### src/rtl/mem_arbiter.sv
// mem_arbiter: two-master round-robin arbiter onto a picorv32-style native memory port.
// Define MEM_ARBITER_TIMEOUT_EN to abort stalled requests after TIMEOUT_CYCLES and raise bus_error.
module mem_arbiter #(
    parameter int TIMEOUT_CYCLES = 255,
    parameter int CNT_W          = 16
) (
    input  logic        clk,
    input  logic        reset,
    input  logic        i_valid,
    input  logic [31:0] i_addr,
    output logic        i_ready,
    output logic [31:0] i_rdata,
    input  logic        d_valid,
    input  logic [31:0] d_addr,
    input  logic [31:0] d_wdata,
    input  logic [3:0]  d_wstrb,
    output logic        d_ready,
    output logic [31:0] d_rdata,
    output logic        mem_valid,
    output logic        mem_instr,
    output logic [31:0] mem_addr,
    output logic [31:0] mem_wdata,
    output logic [3:0]  mem_wstrb,
    input  logic        mem_ready,
    input  logic [31:0] mem_rdata,
    output logic        bus_error
);
    typedef enum logic [1:0] {IDLE, REQ, RESP} state_t;

    state_t      state_q, state_d;
    logic        last_data_q, last_data_d;
    logic        mem_valid_q, mem_valid_d;
    logic        mem_instr_q, mem_instr_d;
    logic [31:0] mem_addr_q, mem_addr_d;
    logic [31:0] mem_wdata_q, mem_wdata_d;
    logic [3:0]  mem_wstrb_q, mem_wstrb_d;
    logic        i_ready_q, i_ready_d;
    logic        d_ready_q, d_ready_d;
    logic [31:0] i_rdata_q, i_rdata_d;
    logic [31:0] d_rdata_q, d_rdata_d;
    logic        pick_data, expire, done;
    logic [31:0] resp_data;

    if (TIMEOUT_CYCLES < 1 || TIMEOUT_CYCLES > 65535 || TIMEOUT_CYCLES > (1 << CNT_W)) begin : g_bad_cfg
        $error("mem_arbiter: TIMEOUT_CYCLES does not fit the 1..65535 range or CNT_W");
    end

`ifdef MEM_ARBITER_TIMEOUT_EN
    logic [CNT_W-1:0] cnt_q, cnt_d;
    logic             bus_error_q, bus_error_d;

    // Counter sits at zero outside REQ, so it is already clear on REQ entry.
    assign cnt_d       = (state_q == REQ) ? cnt_q + 1'b1 : '0;
    assign expire      = (state_q == REQ) && !mem_ready && (cnt_q == CNT_W'(TIMEOUT_CYCLES - 1));
    assign bus_error_d = bus_error_q | expire;
    assign bus_error   = bus_error_q;

    always_ff @(posedge clk or negedge reset) begin
        if (!reset) begin
            cnt_q       <= '0;
            bus_error_q <= 1'b0;
        end else begin
            cnt_q       <= cnt_d;
            bus_error_q <= bus_error_d;
        end
    end
`else
    assign expire    = 1'b0;
    assign bus_error = 1'b0;
`endif

    // last_data_q doubles as the current owner while a transaction is in flight.
    assign pick_data = d_valid && (!i_valid || !last_data_q);
    assign done      = mem_ready || expire;
    assign resp_data = mem_ready ? mem_rdata : 32'h0;

    always_comb begin
        state_d     = state_q;
        last_data_d = last_data_q;
        mem_valid_d = mem_valid_q;
        mem_instr_d = mem_instr_q;
        mem_addr_d  = mem_addr_q;
        mem_wdata_d = mem_wdata_q;
        mem_wstrb_d = mem_wstrb_q;
        i_rdata_d   = i_rdata_q;
        d_rdata_d   = d_rdata_q;
        i_ready_d   = 1'b0;
        d_ready_d   = 1'b0;
        case (state_q)
            IDLE: if (i_valid || d_valid) begin
                state_d     = REQ;
                last_data_d = pick_data;
                mem_valid_d = 1'b1;
                mem_instr_d = !pick_data;
                mem_addr_d  = pick_data ? d_addr : i_addr;
                mem_wdata_d = pick_data ? d_wdata : 32'h0;
                mem_wstrb_d = pick_data ? d_wstrb : 4'h0;
            end
            REQ: if (done) begin
                state_d     = RESP;
                mem_valid_d = 1'b0;
                mem_instr_d = 1'b0;
                i_ready_d   = !last_data_q;
                d_ready_d   = last_data_q;
                i_rdata_d   = last_data_q ? i_rdata_q : resp_data;
                d_rdata_d   = last_data_q ? resp_data : d_rdata_q;
            end
            default: state_d = IDLE;
        endcase
    end

    always_ff @(posedge clk or negedge reset) begin
        if (!reset) begin
            state_q     <= IDLE;
            last_data_q <= 1'b0;
            mem_valid_q <= 1'b0;
            mem_instr_q <= 1'b0;
            mem_addr_q  <= '0;
            mem_wdata_q <= '0;
            mem_wstrb_q <= '0;
            i_ready_q   <= 1'b0;
            d_ready_q   <= 1'b0;
            i_rdata_q   <= '0;
            d_rdata_q   <= '0;
        end else begin
            state_q     <= state_d;
            last_data_q <= last_data_d;
            mem_valid_q <= mem_valid_d;
            mem_instr_q <= mem_instr_d;
            mem_addr_q  <= mem_addr_d;
            mem_wdata_q <= mem_wdata_d;
            mem_wstrb_q <= mem_wstrb_d;
            i_ready_q   <= i_ready_d;
            d_ready_q   <= d_ready_d;
            i_rdata_q   <= i_rdata_d;
            d_rdata_q   <= d_rdata_d;
        end
    end

    assign mem_valid = mem_valid_q;
    assign mem_instr = mem_instr_q;
    assign mem_addr  = mem_addr_q;
    assign mem_wdata = mem_wdata_q;
    assign mem_wstrb = mem_wstrb_q;
    assign i_ready   = i_ready_q;
    assign d_ready   = d_ready_q;
    assign i_rdata   = i_rdata_q;
    assign d_rdata   = d_rdata_q;
endmodule

### config.mk
export PLATFORM = sky130hd
export DESIGN_NAME = mem_arbiter
export DESIGN_NICKNAME = d
export VERILOG_FILES = /design/src/rtl/mem_arbiter.sv
export SDC_FILE = /design/constraint.sdc
export NUM_CORES = 1
export LEC_CHECK = 0
export CORE_MARGIN = 4
export CORE_UTILIZATION = 37
export CTS_CLUSTER_SIZE = 30
export DETAILED_ROUTE_END_ITERATION = 12
export GPL_ROUTABILITY_DRIVEN = 1
export PLACE_DENSITY = 0.77
export SYNTH_ARGS = -nofsm -noshare
export SYNTH_HDL_FRONTEND = slang
export SYNTH_SLANG_ARGS = --single-unit
### constraint.sdc
create_clock -name clk -period 1.7 [get_ports clk]
set_clock_uncertainty 0.2 [all_clocks]
set_input_delay 0.34 -clock clk [delete_from_list [all_inputs] [get_ports clk]]
set_output_delay 0.34 -clock clk [all_outputs]
set_load 0.01 [all_outputs]
# Word level (Yosys, flattened, before mapping)
# Cells that the tools add are included.
word_totals:
  regBits: 139
  latch_bits: 0
  mem_bits_rw: 0
  romBits: 0
  in_bits: 137
  elab_cells: 43
  memories: 0
classes:
  n_addsub: 0
  multipliers: 0
  n_div: 0
  order_cmp: 0
  eq_ne: 3
  shift: 0
  n_mux: 15
  bitwise: 1
  n_reduce_logical: 13
op_table:
  columns: ["operator", "n"]
  rows:
  - ["32-bit two-way mux", 2]
  - ["3-bit AND reduction", 3]
  - ["1-bit two-way mux", 7]
  - ["2-bit two-way mux", 2]
  - ["4-bit two-way mux", 1]
  - ["2-bit inequality test, second input constant", 2]
  - ["1-bit one-hot mux with 2 select lines", 2]
  - ["2-bit one-hot mux with 2 select lines", 1]
  - ["2-bit AND reduction", 2]
  - ["1-bit zero test", 3]
  - ["2-bit by 1-bit equality test with 1-bit output, second input constant", 1]
  - ["2-bit zero test", 1]
  - ["1-bit logical OR", 2]
  - ["2-bit nonzero test", 1]
  - ["1-bit logical AND", 1]
  - ["1-bit inverter", 1]

# Longest topological paths before layout
# Gate-level depths: netlist (run 1).
depth:
  ltp_word: 6
  depth_mapped: 6
  depth_no_buf: 4

# Worst setup path after synthesis (run 1)
# OpenSTA, ideal clock, no wires.
synth_path:
  kind: "reg-to-reg"
  start: "register last_data_q"
  end: "register mem_addr_q[0] (netlist: mem_addr[0])"
  setup_time_ns: 0.125
  t_arrival_ns: 1.394
  required_ns: 1.375
  slack_ns: -0.019
  stages_incl_launch_ff: 6
  path_buffers: 2
  synth_period_minus_slack_ns: 1.719
  cell_sequence: "dfrtp_1 a21bo_1 buf_6 buf_6 mux2_4 mux2_2"
synth_via:
  elab_chain_cells: 4
synth_lines:
  columns: ["element", "line_no", "rtl"]
  rows:
  - ["from (decl)", "31", "logic last_data_q, last_data_d;"]
  - ["from (signal assigned)", "127", "last_data_q <= last_data_d;"]
  - ["1-bit zero test", "73", "assign pick_data = d_valid && (!i_valid || !last_data_q);"]
  - ["1-bit logical OR", "73", null]
  - ["1-bit logical AND", "73", null]
  - ["32-bit two-way mux", "95", "mem_addr_d = pick_data ? d_addr : i_addr;"]
  - ["to (signal assigned)", "130", "mem_addr_q <= mem_addr_d;"]
  - ["to (decl)", "34", "logic [31:0] mem_addr_q, mem_addr_d;"]
# Every way passes these cells.
# A chain may end at the register's enable or synchronous reset.

# Final worst setup path (run 1)
layout_path:
  start: "register last_data_q"
  end: "register mem_wdata_q[26] (netlist: mem_wdata[26])"
layout_via:
  elab_chain_cells: 4
layout_lines:
  columns: ["element", "line_no", "rtl"]
  rows:
  - ["1-bit zero test", "73", null]
  - ["1-bit logical OR", "73", null]
  - ["1-bit logical AND", "73", null]
  - ["32-bit two-way mux", "96", "mem_wdata_d = pick_data ? d_wdata : 32'h0;"]
  - ["to (signal assigned)", "131", "mem_wdata_q <= mem_wdata_d;"]
  - ["to (decl)", "35", "logic [31:0] mem_wdata_q, mem_wdata_d;"]
# Every way passes these cells.

==> results.md, run 1 <==
* Post-synthesis sequential area ratio at 62.4%
* Slowest stage delay, CP at 0.41 ns
* GP Congestion at 0.777
* Total clock buffers created by CTS at 17
* GRT Residual Overflow at 0
* Worst Setup Start Kind: register
* Clk pwr share at 20.9%
* Residual DRC count at 0
* Design area at 0.00960 mm^2
* Die ar. at 0.0171 mm^2
* Seq pwr share at 34.1%
* Hold_ws at 0.0707 ns
* Final period util at 106%
* Most frequent cells in the layout: dfrtp_1, dlygate4sd2_1, clkdlybuf4s50_1
* Endpoint class of the critical path: register
* Post-Syn Area at 0.00557 mm^2
* Drt total wl at 17800 um
* 1st-pass router iterations at 4
* Internal power at 11.7 mW
* Minimum clock period at 1.81 ns
* Worst vdd ir at 0.000925 V
* Port-buffer cells at 272
* Yosys warns at 0
* Post-DR wirelength/cell at 21.0 um
* Fin. Hold Viols at 0
* GRT Overall Usage at 20.2%
* Setup violations, final at 102
* CTS tree: yes
* Detail Route Antenna Nets at 0
* CTS Sinks at 139
* Worst Reg-to-Reg Cells at 6
* Critical path data required time at 1.84 ns
* Row Count at 44
* DRT iter0 DRCs at 127
* Crit Path Max Fanout at 8
* Max-cap violations at 0
* Setup TNS at -5.50 ns
* Final #Nets at 786
* Syn Area/Cell at 16.3 um^2
* NetSw at 5.51 mW
* Worst path bufs/invs at 3
* GR Util met3 at 9.27%
* First-pass GRT wire length at 26000 um
* N_diodes at 0
* Ports at 274
* Final HPWL DP at 11800 um
* CTS root buf: clkbuf_16
* Failing checks: setup timing
* Met2 usage at 34.6%
* Critical path type: register to register
* Initial antenna violation count at 0
* Largest net degree at the start of global routing at 78
* Clk slew on worst S/H paths at 0.06 ns
* Mapped Cells at 342
* Crit-path slowest cell: dfrtp_1
* Longest Clk Path Bufs at 2
* Slew Limit Fails at 0
* FILL cells at 1090
* Worst-path cell chain: a21bo_4 > buf_16 > nor3_4 > buf_6 > buf_8 > a22o_1
* Worst setup margin at -0.109 ns
* Worst hold path class: input port to async pin
* PwrDens at 1790 mW/mm^2
* Syn nets at 479
* Fmax at 0.553 GHz
* H-tree levels at 4
* Die width at 131 um
* WP depth at 6
* Yosys reg bits at 139
* Switching share of power at 32.1%
* Grt peak-use layer: met2
* Met1 GRT Util at 21.9%
* Die height at 131 um
* RSZ-0062 raised after global routing: true
* Core ar. at 0.0146 mm^2
* Placement Setup Slack at -0.620 ns
* Skew-Pair Late Insertion Delay at 0.40 ns
* Outcome: finished, violations left
* Pleak at 4.61 nW
* Combinational power share at 44.9%
* Post-synthesis cell type count at 21
* Area Overhead vs Synth at 72.2%
* Placed cell areas at 0.00864 mm^2
* Vias per inst at 4.98
* Initial core utilization at 38.0%
* Vias in the first global route at 4732
* Via count at 4210
* CP arrival at 1.95 ns
* Most common cell after layout, fill and taps aside: dfrtp_1
* Share of cells above drive strength 1 at 30.5%
* Top delay family on crit path: buffers and inverters
-- logic make-up (layout without fill, tap and decap cells) --
logic type | Yosys count | count (layout) | synth area share [%]
mux | 128 | 128 | 27.9
compound gates | 41 | 41 | 6.24
flops | 139 | 139 | 62.4
buf+inv | 24 | 344 | 2.49
simple gates | 9 | 9 | 0.876
other cells | 1 | 1 | 0.0673
-- area by class of cell --
| class | instances | area [um^2] | area share (%) |
|---|---|---|---|
| tap | 184 | 230 | 2.40 |
| timing repair buffer | 310 | 3180 | 33.1 |
| clock inverter | 12 | 123 | 1.28 |
| clock buffer | 20 | 447 | 4.66 |
| inverter | 2 | 7.51 | 0.0782 |
| sequential | 139 | 3480 | 36.2 |
| multi-input combinational | 179 | 2130 | 22.2 |
-- synthesized netlist by cell type --
cell | n | area share (%)
mux2_2 | 98 | 20
nor2_1 | 1 | 0.067
o21ai_0 | 1 | 0.090
a21bo_1 | 1 | 0.18
buf_4 | 1 | 0.13
buf_2 | 12 | 1.1
clkbuf_1 | 5 | 0.34
a21oi_1 | 1 | 0.090
nor3_2 | 1 | 0.18
a22o_1 | 36 | 5.7
nor2_2 | 1 | 0.11
a21o_1 | 1 | 0.13
buf_6 | 4 | 0.81
nand3b_1 | 1 | 0.13
nand2_1 | 4 | 0.27
conb_1 | 1 | 0.067
nand2b_1 | 1 | 0.11
mux2_4 | 30 | 8.1
inv_1 | 2 | 0.13
dfrtp_1 | 139 | 62
o21ai_1 | 1 | 0.090
-- sequential cells by signal (all words and copies together) (netlist names) --
register,flops
d_rdata,32
mem_valid,1
last_data_q,1
i_rdata,32
state_q,2
mem_wdata,32
i_ready,1
mem_wstrb,4
d_ready,1
mem_instr,1
mem_addr,32
-- layer usage --
layer,wire length [um],share of wire (%),vias up
li1,-,-,1858
met1,6530,37,2119
met2,9010,51,199
met3,1840,10,34
met4,386,2.2,0
met5,0,0,-
-- power by group through the flow --
stage | combinational, mW | sequential, mW | clock (mW)
final | 7.71 | 5.86 | 3.59
after global routing | 8.23 | 6.07 | 3.83
after CTS | 7.61 | 5.86 | 3.66
after detailed placement | 7.98 | 5.94 | 0
after global placement | 7.84 | 5.82 | 0
after floorplan | 2.56 | 6.63 | 0
-- stage by stage --
step	power, mW	cells	util [%]
floorplan	9.19	342	-
global placement	13.7	794	59.0
global route	18.1	846	65.5
detailed placement	13.9	794	59.0
CTS	17.1	841	64.7
finish	17.2	846	65.5
-- final timing paths --
path | from | endpoint | slack (ns)
worst max-delay path | last_data_q$_DFFE_PN0P_ | mem_wdata[26]$_DFFE_PN0P_ | -0.11
worst min register to register | mem_valid$_DFFE_PN0P_ | mem_valid$_DFFE_PN0P_ | 0.28
max in group asynchronous | reset | mem_addr[26]$_DFFE_PN0P_ | 0.63
worst max register to register | last_data_q$_DFFE_PN0P_ | mem_wdata[26]$_DFFE_PN0P_ | -0.11
min in group clk | mem_valid$_DFFE_PN0P_ | mem_valid$_DFFE_PN0P_ | 0.28
worst min-delay path | reset | i_rdata[23]$_DFFE_PN0P_ | 0.07
-- repair_timing --
item                       in CTS  in global routing
hold endpoints to repair      139                  0
hold buffers                    1                  0
gates resized for setup       184                 21
buffers inserted                7                  4
setup endpoints to repair     233                135
pin swaps                       8                 10
cloned                          7                  5
Note: power is estimated with default switching activity, not from simulation.
==> run 2: changes to the inputs <==
--- a/config.mk
+++ b/config.mk
@@ -10,6 +10,7 @@
 export CTS_CLUSTER_SIZE = 30
 export DETAILED_ROUTE_END_ITERATION = 12
 export GPL_ROUTABILITY_DRIVEN = 1
+export GPL_TIMING_DRIVEN = 0
 export PLACE_DENSITY = 0.77
 export SYNTH_ARGS = -nofsm -noshare
 export SYNTH_HDL_FRONTEND = slang
==> run 2 against run 1 <==
Compared with the run above: the run still ends with setup timing left; setup slack gained 0.039 ns; flip-flop and latch count is the same; clock power shrank 1%; count of clock-buffer cells in the layout grew 1; global-route usage shrank 0.94 points; routed wire length shrank 3.5%; combinational power is essentially flat; via count shrank 2.3%; core utilization grew 0.15 points; register-to-register slack gained 0.04 ns; cell area grew 0.23%.
==> results.md, run 2 (synthesis gave the netlist of run 1 again) <==
* Failing checks: setup timing
* Skew-Pair Late Insertion Delay at 0.42 ns (+0.02 ns)
* Endpoint class of the critical path: register
* Combinational power share at 45.1% (+0.2 points)
* Detail Route Antenna Nets at 0 (unchanged)
* Placed insts at 799 (+0.63%)
* Critical path data required time at 1.79 ns (-0.05 ns)
* Critical path type: register to register
* Most frequent cells in the layout: dfrtp_1, dlygate4sd2_1, clkdlybuf4s50_1
* Most common cell after layout, fill and taps aside: dfrtp_1
* GR Util met3 at 8.70% (-0.57 points)
* Clk slew on worst S/H paths at 0.06 ns (about the same)
* Port-buffer cells at 272 (unchanged)
* Via count at 4115 (-2.3%)
* Largest net degree at the start of global routing at 87 (+12%)
* Outcome: finished, violations left
* Hold_ws at 0.233 ns (+0.162 ns)
* GRT Overall Usage at 19.2% (-0.94 points)
* Vias in the first global route at 4713 (-0.40%)
* CTS root buf: clkbuf_16
* Clk pwr share at 20.7% (-0.2 points)
* Max-cap violations at 0 (unchanged)
* Met1 GRT Util at 20.3% (-1.6 points)
* Die width at 131 um (unchanged)
* Minimum clock period at 1.77 ns (-0.0387 ns)
* Final std cells w/o fill at 856 (+1.2%)
* DRT iter0 DRCs at 98 (-23%)
* Tot Pwr at 17.1 mW (-0.45%)
* Drt total wl at 17200 um (-3.5%)
* GP Congestion at 0.755 (-2.8%)
* Seq pwr share at 34.2% (about the same)
* Slew Limit Fails at 0 (unchanged)
* Final HPWL DP at 11800 um (+0.11%)
* Pleak at 4.61 nW (about the same)
* Vias per inst at 4.81 (-3.4%)
* 1st-pass router iterations at 4 (unchanged)
* Crit Path Max Fanout at 8 (unchanged)
* Internal power at 11.6 mW (-0.58%)
* Switching share of power at 32.2% (+0.087 points)
* Die height at 131 um (unchanged)
* Area Overhead vs Synth at 72.6%
* Final #Nets at 797 (+1.4%)
* Worst setup margin at -0.0701 ns (+0.0387 ns)
* Reg-to-reg startpoint: last_data_q$_DFFE_PN0P_
* Setup violations, final at 63 (-38%)
* H-tree levels at 4 (unchanged)
* CTS tree: yes
* CP arrival at 1.86 ns (-0.09 ns)
* Worst Setup SP: last_data_q$_DFFE_PN0P_
* Met2 usage at 33.1% (-1.5 points)
* Share of cells above drive strength 1 at 31.8% (+1.3 points)
* Ports at 274 (unchanged)
* Total clock buffers created by CTS at 17 (unchanged)
* Worst hold path class: input port to async pin
* Residual DRC count at 0 (unchanged)
* Worst vdd ir at 0.000986 V (+6.6%)
* Final period util at 104% (-2.3 points)
* Worst Setup Start Kind: register
* Final core occ at 65.7% (+0.15 points)
* Initial core utilization at 38.0% (unchanged)
* Fin. Hold Viols at 0 (unchanged)
* Grt peak-use layer: met2
* Post-DR wirelength/cell at 20.0 um (-4.6%)
* CTS Sinks at 139 (unchanged)
* RSZ-0062 raised after global routing: true
* Initial antenna violation count at 0 (unchanged)
* Longest Clk Path Bufs at 2 (unchanged)
* Row Count at 44 (unchanged)
* First-pass GRT wire length at 25100 um (-3.7%)
* N_diodes at 0 (unchanged)
* Setup TNS at -2.79 ns (+2.70 ns)
* NetSw at 5.50 mW (-0.18%)
* GRT Residual Overflow at 0 (unchanged)
* PwrDens at 1780 mW/mm^2 (-0.68%)
* Core ar. at 0.0146 mm^2 (unchanged)
* Fmax at 0.565 GHz (+2.2%)
* Die ar. at 0.0171 mm^2 (unchanged)
==> run 2: layout make-up <==
class,count,area (um^2)
clock buffer,21,480
timing repair buffer,297,2930
fill,1093,5030
sequential,139,3480
multi-input combinational,181,2130
tap,184,230
clock inverter,10,91.3
inverter,2,7.51
buffer,22,270
==> run 2: power groups by stage <==
stage / Sequential (mW) / Clock [mW] / Combinational, mW
finish: 5.85 / 3.54 / 7.70
global route: 6.05 / 3.77 / 8.24
CTS: 5.84 / 3.62 / 7.46
detailed placement: 5.92 / 0 / 7.83
global placement: 5.82 / 0 / 7.69
floorplan: 6.63 / 0 / 2.56
==> run 2: what timing repair did <==
| item | 4_1_cts | 5_1_grt |
|---|---|---|
| setup endpoints to repair | 266 | 132 |
| hold endpoints to repair | 53 | 0 |
| resized for setup | 210 | 36 |
| hold buffers | 1 | 0 |
| pin swaps | 1 | 3 |
| buffers inserted | 9 | 6 |
| cloned | 6 | 6 |
==> run 2: path summary, 6_finish.rpt <==
check | to | slack [ns] | cells after the start
max | mem_addr[13]$_DFFE_PN0P_ | -0.07 | 5
min | d_rdata[23]$_DFFE_PN0P_ | 0.23 | 2
max reg2reg | mem_addr[13]$_DFFE_PN0P_ | -0.07 | 5
min reg2reg | mem_valid$_DFFE_PN0P_ | 0.29 | 2
max in group asynchronous | mem_addr[31]$_DFFE_PN0P_ | 0.27 | 3
min in group clk | mem_valid$_DFFE_PN0P_ | 0.29 | 2
==> run 2: routing by layer <==
metal  wire length, um  vias up  part of all wire (%)
met2              8660      179                    50
met3              1870       29                    11
li1                  -     1881                     -
met1              6210     2026                    36
met5                 0        -                     0
met4               410        0                   2.4
==> run 2: per-stage QoR <==
step                      instance area, um^2  setup slack, ns
after global routing                     9620           -0.108
after detailed placement                 8560           -0.930
after floorplan                          5580         0.000395
after global placement                   8540            -5.11
final                                    9620          -0.0701
after CTS                                9420          -0.0995
==> run 2: critical path, cell delays in order, from the launching register on <==
cell and delay, ns:
dfrtp_1 0.38, a21bo_1 0.20, buf_12 0.16, buf_12 0.14
mux2_4 0.29, mux2_2 0.26
==> run 3: changes to the inputs <==
--- a/config.mk
+++ b/config.mk
@@ -12,6 +12,7 @@
 export GPL_ROUTABILITY_DRIVEN = 1
 export GPL_TIMING_DRIVEN = 0
 export PLACE_DENSITY = 0.77
+export REMOVE_ABC_BUFFERS = 1
 export SYNTH_ARGS = -nofsm -noshare
 export SYNTH_HDL_FRONTEND = slang
 export SYNTH_SLANG_ARGS = --single-unit
==> run 3 against run 2 <==
Compared with the run above: the flow still finishes with violations (setup timing); die area did not move; fmax about the same; core utilization up 1.3 points; flip-flop and latch count unchanged; worst hold slack improved by 0.024 ns; critical path type unchanged; largest cell class unchanged.
==> results.md, run 3 (synthesis gave the netlist of run 1 again) <==
* Outcome: finished, violations left
* Failing checks: setup timing
* Most frequent cells in the layout: dfrtp_1, dlygate4sd2_1, clkdlybuf4s50_1
* PwrDens at 1810 mW/mm^2 (+1.9%)
* RSZ-0062 raised after global routing: true
* Drt total wl at 17800 um (+3.5%)
* Initial antenna violation count at 0 (unchanged)
* Skew-Pair Late Insertion Delay at 0.41 ns (about the same)
* Total clock buffers created by CTS at 17 (unchanged)
* Post-DR wirelength/cell at 20.7 um (+3.3%)
* Internal power at 12.0 mW (+3.1%)
* Initial core utilization at 38.0% (unchanged)
* Ports at 274 (unchanged)
* Endpoint class of the critical path: register
* CTS root buf: clkbuf_16
* Final period util at 104% (about the same)
* Setup violations, final at 66 (+4.8%)
* GRT Residual Overflow at 0 (unchanged)
* Via count at 4225 (+2.7%)
* Detail Route Antenna Nets at 0 (unchanged)
* Core ar. at 0.0146 mm^2 (unchanged)
* Largest net degree at the start of global routing at 83 (-4.6%)
* Final #Nets at 798 (+0.13%)
* CTS Sinks at 139 (unchanged)
* Row Count at 44 (unchanged)
* Seq pwr share at 33.0% (-1.2 points)
* Die width at 131 um (unchanged)
* Worst Reg-to-Reg Cells at 4 (-1)
* Residual DRC count at 0 (unchanged)
* Tot Pwr at 17.8 mW (+3.9%)
* Vias in the first global route at 4580 (-2.8%)
* Port-buffer cells at 272 (unchanged)
* NetSw at 5.80 mW (+5.6%)
* Clk slew on worst S/H paths at 0.06 ns (about the same)
* Worst Setup Start Kind: register
* Share of cells above drive strength 1 at 32.0% (+0.20 points)
* Minimum clock period at 1.77 ns (-0.000990 ns)
* Critical path data required time at 1.79 ns (about the same)
* Clk pwr share at 20.1% (-0.6 points)
* Critical path type: register to register
* Slew Limit Fails at 0 (unchanged)
* First-pass GRT wire length at 24700 um (-1.5%)
* Die height at 131 um (unchanged)
* Pleak at 4.65 nW (+0.91%)
* Worst setup margin at -0.0691 ns (+0.000990 ns)
* GRT Overall Usage at 19.1% (-0.17 points)
* Placement Setup Slack at -0.781 ns (+0.148 ns)
* 1st-pass router iterations at 4 (unchanged)
* Max_slew headroom at 62.8%
* Combinational power share at 46.9% (+1.8 points)
* Area Overhead vs Synth at 76.0%
* H-tree levels at 4 (unchanged)
* CTS tree: yes
* Fin. Hold Viols at 0 (unchanged)
* Final HPWL DP at 11100 um (-6.2%)
* CP arrival at 1.86 ns (about the same)
* DRT iter0 DRCs at 152 (+55%)
* Worst hold path class: input port to async pin
* N_diodes at 0 (unchanged)
* Max-cap violations at 0 (unchanged)
* Crit Path Max Fanout at 8 (unchanged)
* Vias per inst at 4.92 (+2.4%)
* GP Congestion at 0.759 (+0.48%)
* Die ar. at 0.0171 mm^2 (unchanged)
* Worst vdd ir at 0.000860 V (-13%)
* Longest Clk Path Bufs at 2 (unchanged)
* Worst-margin pin slew at 0.558 ns
* Switching share of power at 32.7% (+0.52 points)
* Fmax at 0.565 GHz (about the same)
run 3: changes by cell type in the layout (fill, tap and decap cells not counted), sizes merged, moves of 2 or more:
cell	change
buf	-2
clkbuf	+2
inv	+2
nand2	+2
run 3: per-stage QoR:
| stage | setup TNS, ns | hold slack (ns) | instance area, um^2 | cells | utilization, % |
|---|---|---|---|---|---|
| 2_1_floorplan | -179.63 | -0.156 | 5440 | 320 | - |
| 3_3_place_gp | -1087.03 | 0.272 | 8390 | 776 | 57.3 |
| 3_5_place_dp | -91.45 | 0.139 | 8560 | 782 | 58.5 |
| 4_1_cts | -6.02 | 0.271 | 9540 | 846 | 65.1 |
| 5_1_grt | -6.43 | 0.302 | 9810 | 858 | 67.0 |
| 6_report | -2.34 | 0.257 | 9810 | 858 | 67.0 |
run 3: per-layer routing:
metal | vias up | wire, um | GRT usage, %
met3 | 29 | 1360 | 6.83
met2 | 204 | 9040 | 32.4
met5 | - | 0 | 0
met4 | 0 | 360 | 6.72
met1 | 2106 | 7000 | 22.4
li1 | 1886 | - | -
run 3: critical path, stage by stage, from the launching register on:
cell and delay (ns):
dfrtp_2 0.40, a21bo_4 0.29, buf_12 0.18, mux2_4 0.30, mux2_2 0.27
run 3: what timing repair did:
| item | CTS | global route |
|---|---|---|
| pin swaps | 10 | 10 |
| setup endpoints to repair | 271 | 132 |
| setup buffers | 23 | 9 |
| gates cloned | 8 | 9 |
| resized for setup | 171 | 35 |
| hold buffers | 1 | 0 |
| hold endpoints to repair | 57 | 0 |
run 3: layout make-up:
type / count / area (um^2)
clock buffers: 21 / 460
multi-input cells: 182 / 2200
clock inverters: 11 / 110
fillers: 1025 / 4840
well taps: 184 / 230
flip-flops and latches: 139 / 3480
inverters: 2 / 11.3
repair buffers: 319 / 3310
run 3: power by group through the flow:
stage / clock (mW) / combinational (mW) / sequential, mW
floorplan: 0 / 2.49 / 6.61
CTS: 3.64 / 7.74 / 5.84
detailed placement: 0 / 7.85 / 5.92
finish: 3.57 / 8.32 / 5.86
global placement: 0 / 7.12 / 5.73
global route: 3.79 / 8.85 / 6.05
run 3: final timing paths:
check	startpoint	slack, ns	to
hold / removal	reset	0.26	d_rdata[18]$_DFFE_PN0P_
hold reg to reg	mem_valid$_DFFE_PN0P_	0.29	mem_valid$_DFFE_PN0P_
min in group clk	mem_valid$_DFFE_PN0P_	0.29	mem_valid$_DFFE_PN0P_
max in group asynchronous	reset	0.25	mem_addr[28]$_DFFE_PN0P_
setup reg to reg	last_data_q$_DFFE_PN0P_	-0.07	mem_addr[12]$_DFFE_PN0P_
setup / recovery	last_data_q$_DFFE_PN0P_	-0.07	mem_addr[12]$_DFFE_PN0P_
